File: src/rtl/reg_file_sweep.sv
// Purpose: 8 x 8-bit ALU operand register file; after reset a sweep clears one register per cycle.
// Latency: reads are combinational and writes land on the rising CLK edge; the clear sweep lasts DEPTH cycles.
// Backpressure: BUSY is high while the sweep runs, and any write issued then is dropped silently.
// Optional feature: define REG_BYPASS_EN for same-cycle write-first forwarding on the read ports.

module reg_file_sweep #(
  parameter int WIDTH  = 8,
  parameter int ADDR_W = 3
) (
  input  logic              CLK,
  input  logic              RESET,
  input  logic [WIDTH-1:0]  IN,
  input  logic [ADDR_W-1:0] INADDRESS,
  input  logic              WRITE,
  input  logic [ADDR_W-1:0] OUT1ADDRESS,
  input  logic [ADDR_W-1:0] OUT2ADDRESS,
  output logic [WIDTH-1:0]  OUT1,
  output logic [WIDTH-1:0]  OUT2,
  output logic              BUSY
);

  localparam int DEPTH = 1 << ADDR_W;
  localparam logic [ADDR_W-1:0] LAST_PTR = ADDR_W'(DEPTH - 1);

  localparam logic [0:0] ST_CLEAR = 1'b0;
  localparam logic [0:0] ST_IDLE  = 1'b1;

  logic [0:0]        state;
  logic [ADDR_W-1:0] ptr;
  logic              busy_q;

  // The storage has no reset, so it can map onto a plain RAM macro; the sweep zeroes it instead.
  logic [WIDTH-1:0]  mem [DEPTH];

  logic [WIDTH-1:0]  rd1;
  logic [WIDTH-1:0]  rd2;

  // Sweep controller: reset parks the pointer at 0, and each clean edge advances it until the last entry is cleared.
  always_ff @(posedge CLK) begin
    if (RESET) begin
      state  <= ST_CLEAR;
      ptr    <= '0;
      busy_q <= 1'b1;
    end else if (state == ST_CLEAR) begin
      if (ptr == LAST_PTR) begin
        state  <= ST_IDLE;
        busy_q <= 1'b0;
      end else begin
        ptr <= ptr + 1'b1;
      end
    end
  end

  // Storage write port: the sweep owns the port in CLEAR. A reset edge leaves the contents untouched and drops any write.
  always_ff @(posedge CLK) begin
    if (!RESET) begin
      if (state == ST_CLEAR) begin
        mem[ptr] <= '0;
      end else if (WRITE) begin
        mem[INADDRESS] <= IN;
      end
    end
  end

  // Read ports: stored data, optionally forwarded from the write port, forced to 0 while the sweep is in progress.
  always_comb begin
    rd1 = mem[OUT1ADDRESS];
    rd2 = mem[OUT2ADDRESS];
`ifdef REG_BYPASS_EN
    // Forward only when the write will actually land on this edge.
    if (WRITE && !RESET && (OUT1ADDRESS == INADDRESS)) begin
      rd1 = IN;
    end
    if (WRITE && !RESET && (OUT2ADDRESS == INADDRESS)) begin
      rd2 = IN;
    end
`endif
    if (busy_q) begin
      rd1 = '0;
      rd2 = '0;
    end
  end

  assign OUT1 = rd1;
  assign OUT2 = rd2;
  assign BUSY = busy_q;

endmodule

File: config.mk
export PLATFORM = sky130hd
export DESIGN_NAME = reg_file_sweep
export DESIGN_NICKNAME = d
export VERILOG_FILES = /design/src/rtl/reg_file_sweep.sv
export SDC_FILE = /design/constraint.sdc
export NUM_CORES = 1
export LEC_CHECK = 0
export ABC_CLOCK_PERIOD_IN_PS = 4100
export CAP_MARGIN = 10
export CORE_MARGIN = 10
export CORE_UTILIZATION = 50
export DETAILED_ROUTE_END_ITERATION = 6
export DONT_BUFFER_PORTS = 1
export PLACE_DENSITY = 0.74
export SYNTH_ARGS = -nofsm -noshare
export SYNTH_HDL_FRONTEND = slang
export SYNTH_SLANG_ARGS = --single-unit
File: constraint.sdc
create_clock -name CLK -period 4.1 [get_ports CLK]
set_input_delay 0.615 -clock CLK [delete_from_list [all_inputs] [get_ports CLK]]
set_output_delay 0.615 -clock CLK [all_outputs]
set_load 0.01 [all_outputs]
==> flow_metrics.py <==
metrics = {
    "min_path": {
        "hp-class": "in -> reg",
    },
    "floorplanning": {
        "dieArea_um2": 10700,
        "core_area_um2": 6760,
        "die_y_um": 103,
        "die_w_um": 103,
        "initial_core_util_pct": 51.4,
        "io_pins": 37,
        "rows": 30,
    },
    "cts": {
        "hold_buffers": 0,
        "cts_made_buffers": 9,
        "ctsResizeCount": 0,
        "clk_pin_slew_ps": 80,
        "cts_setup_buffers": 0,
        "cts_tree": "yes",
        "cts_root_buffer": "clkbuf_8",
        "cts_htree_levels": 3,
        "cts_buffer_depth": 2,
        "clock-sinks": 69,
        "clk_latency_ps": 340,
    },
    "place": {
        "hpwl_um": 4760,
        "dp_cells": 262,
        "gp_congestion": 0.744,
        "portBuffers": 0,
        "placedInstanceArea_um2": 3460,
        "dp_slack_ps": 1580,
    },
    "detailed_routing": {
        "wl_per_cell_um": 24.4,
        "wirelength_um": 6800,
        "vias": 1790,
        "vias_per_cell": 6.42,
        "first_pass_iters": 4,
        "post-route-drc-count": 0,
        "drt_iter0_drc": 99,
        "antenna_left": 0,
    },
    "sta": {
        "period_share_pct": 56.1,
        "min_period_ps": 2300,
        "relSlewSlack_pct": 35.8,
        "timing.final.hold_violations": 0,
        "setup_tns_ps": 0,
        "whs_ps": 335,
        "timing.fmax_mhz": 435,
        "setup_violations": 0,
        "finalClockSkew_ps": 10.7,
        "slew_viol_final": 0,
        "rsz0062_at_grt": "no",
        "worst_slew_pin_slew_ps": 959,
        "postLayoutSetupSlackWorst_ps": 1800,
    },
    "synth": {
        "ys.flop_type": "edfxtp_1",
        "seq_area_frac_synth_pct": 58.2,
        "syn_avg_cell_area_um2": 17.7,
        "ys_types": 23,
        "postSynthCellCount": 196,
        "ys_ff_latch": 69,
        "synthAdderAreaFrac_pct": 0.721,
        "synth_xor_xnor_area_share_pct": 0.252,
        "yosys_warnings": 0,
        "synth_top_family_by_area": "multiplexers",
        "netlist_area_um2": 3470,
        "syn_nets": 218,
        "synth-simple-area-share_pct": 6.99,
        "yosys-mux-area-fraction_pct": 29.4,
        "synth_edf_count": 64,
        "synthArstFlopShare_pct": 0,
        "synth_compound_area_share_pct": 1.23,
    },
    "power_and_ir_drop": {
        "p_leak_uw": 0.00121,
        "power_density_nw_per_um2": 417,
        "ir_worst_vdd_mv": 0.241,
    },
    "setup_path": {
        "start_kind": "flip-flop",
        "path_buf_inv": 0,
        "worstSetupPathType": "reg -> reg",
        "setup.worst_path.end_class": "flip-flop",
        "worstPathArrival_ps": 2260,
        "crit_slowest_cell": "nor2b_1",
        "cp_top_family": "simple AND/OR/NAND/NOR gates",
        "crit_path_max_fanout": 12,
        "required_ps": 4060,
        "worstPathCellList": "and3b_1 -> mux2i_1 -> nor2b_1",
        "slowest_delay_ps": 660,
    },
    "final_layout": {
        "syn2layout_area_growth_pct": 6.70,
        "drive_gt1_share_pct": 10.1,
        "layoutNonFillerInstCount": 279,
        "fin_nets": 215,
        "final_area_um2": 3700,
    },
    "global_route": {
        "grt_antenna_before_repair": 1,
        "grt-ovfl-total": 0,
        "grt_usage_pct": 13.7,
        "grt_max_degree": 19,
        "grt_pass1_wl_um": 10600,
        "grt_pass1_vias": 1872,
    },
    "run_status": {
        "status": "finished clean",
    },
    "flow_run": {
        "drv_cap": 0,
    },
}
stage by stage:
stage	power [uW]	utilization [%]
2_1_floorplan	912	-
3_3_place_gp	911	51.3
3_5_place_dp	914	51.3
4_1_cts	1550	54.8
5_1_grt	1590	54.8
6_report	1540	54.8
placed cells by master (no fill, tap or decap):
| cell type | n |
|---|---|
| clkbuf_8 | 9 |
| nand2_1 | 4 |
| mux4_1 | 27 |
| clkinv_4 | 1 |
| bufinv_16 | 3 |
| a21oi_1 | 2 |
| nor2_1 | 28 |
| diode_2 | 1 |
| and3b_1 | 2 |
| o21ai_0 | 2 |
| dfxtp_1 | 5 |
| and2_1 | 8 |
| nand3_1 | 1 |
| mux4_2 | 5 |
| a21o_1 | 2 |
| nand2b_1 | 2 |
| mux2i_1 | 20 |
| clkinv_2 | 1 |
| xnor2_1 | 1 |
| ha_1 | 2 |
| clkbuf_1 | 1 |
| nor2b_1 | 6 |
| clkinvlp_4 | 1 |
| edfxtp_1 | 64 |
| o21bai_1 | 1 |
state kept, by name, summed over array words and instances, names as in the netlist:
name and count:
ptr 3, mem 64, BUSY 1, state 1
cells in the mapped netlist (4+ instances only):
master | n | area [um2]
nor2_1 | 28 | 105
nor2b_1 | 6 | 37.5
buf_2 | 4 | 20.0
clkbuf_1 | 5 | 18.8
and2_1 | 8 | 50.1
mux4_2 | 5 | 113
nand2_1 | 4 | 15.0
dfxtp_1 | 5 | 100
mux2i_1 | 20 | 200
edfxtp_1 | 64 | 1920
mux4_1 | 27 | 709
power breakdown:
| part | internal (uW) | switching [uW] |
|---|---|---|
| sequential | 789 | 15.2 |
| clock | 404 | 243 |
| combinational | 56.9 | 35.7 |
| total | 1250 | 294 |
final timing paths:
kind | startpoint | end | slack [ps] | cells after the start
worst max-delay path | state | mem[7][4] | 1800 | 3
worst max register to register | state | mem[7][4] | 1800 | 3
worst min-delay path | RESET | ptr[1] | 330 | 1
worst min register to register | ptr[1] | ptr[1] | 550 | 2
kinds of logic (layout without fill, tap and decap cells):
group	Yosys count	after routing
flops	69	69
mux	52	52
simple gates	51	51
buf+inv	14	16
compound gates	7	7
fa+ha+maj	2	2
xor+xnor	1	1
other cells	0	1
worst reg2reg max path: stages, from the launching register on:
cell,delay (ps)
dfxtp_1,450
and3b_1,530
mux2i_1,280
nor2b_1,660
metal layers:
metal  vias up  wire length, um  track usage [%]
li1        793                -                -
met1       940             2750             15.9
met2        47             3510             23.1
met3        10              437             3.85
met4         0              106             5.99
met5         -                0                0
area by class of cell:
cell class	count	area, um2
Fill cell	527	3050
Sequential cell	69	2020
Multi-Input combinational cell	113	1340
Clock buffer	10	128
Clock inverter	6	111
Tap cell	80	100
Antenna cell	1	2.50
Power figures use the tool's default switching activity.
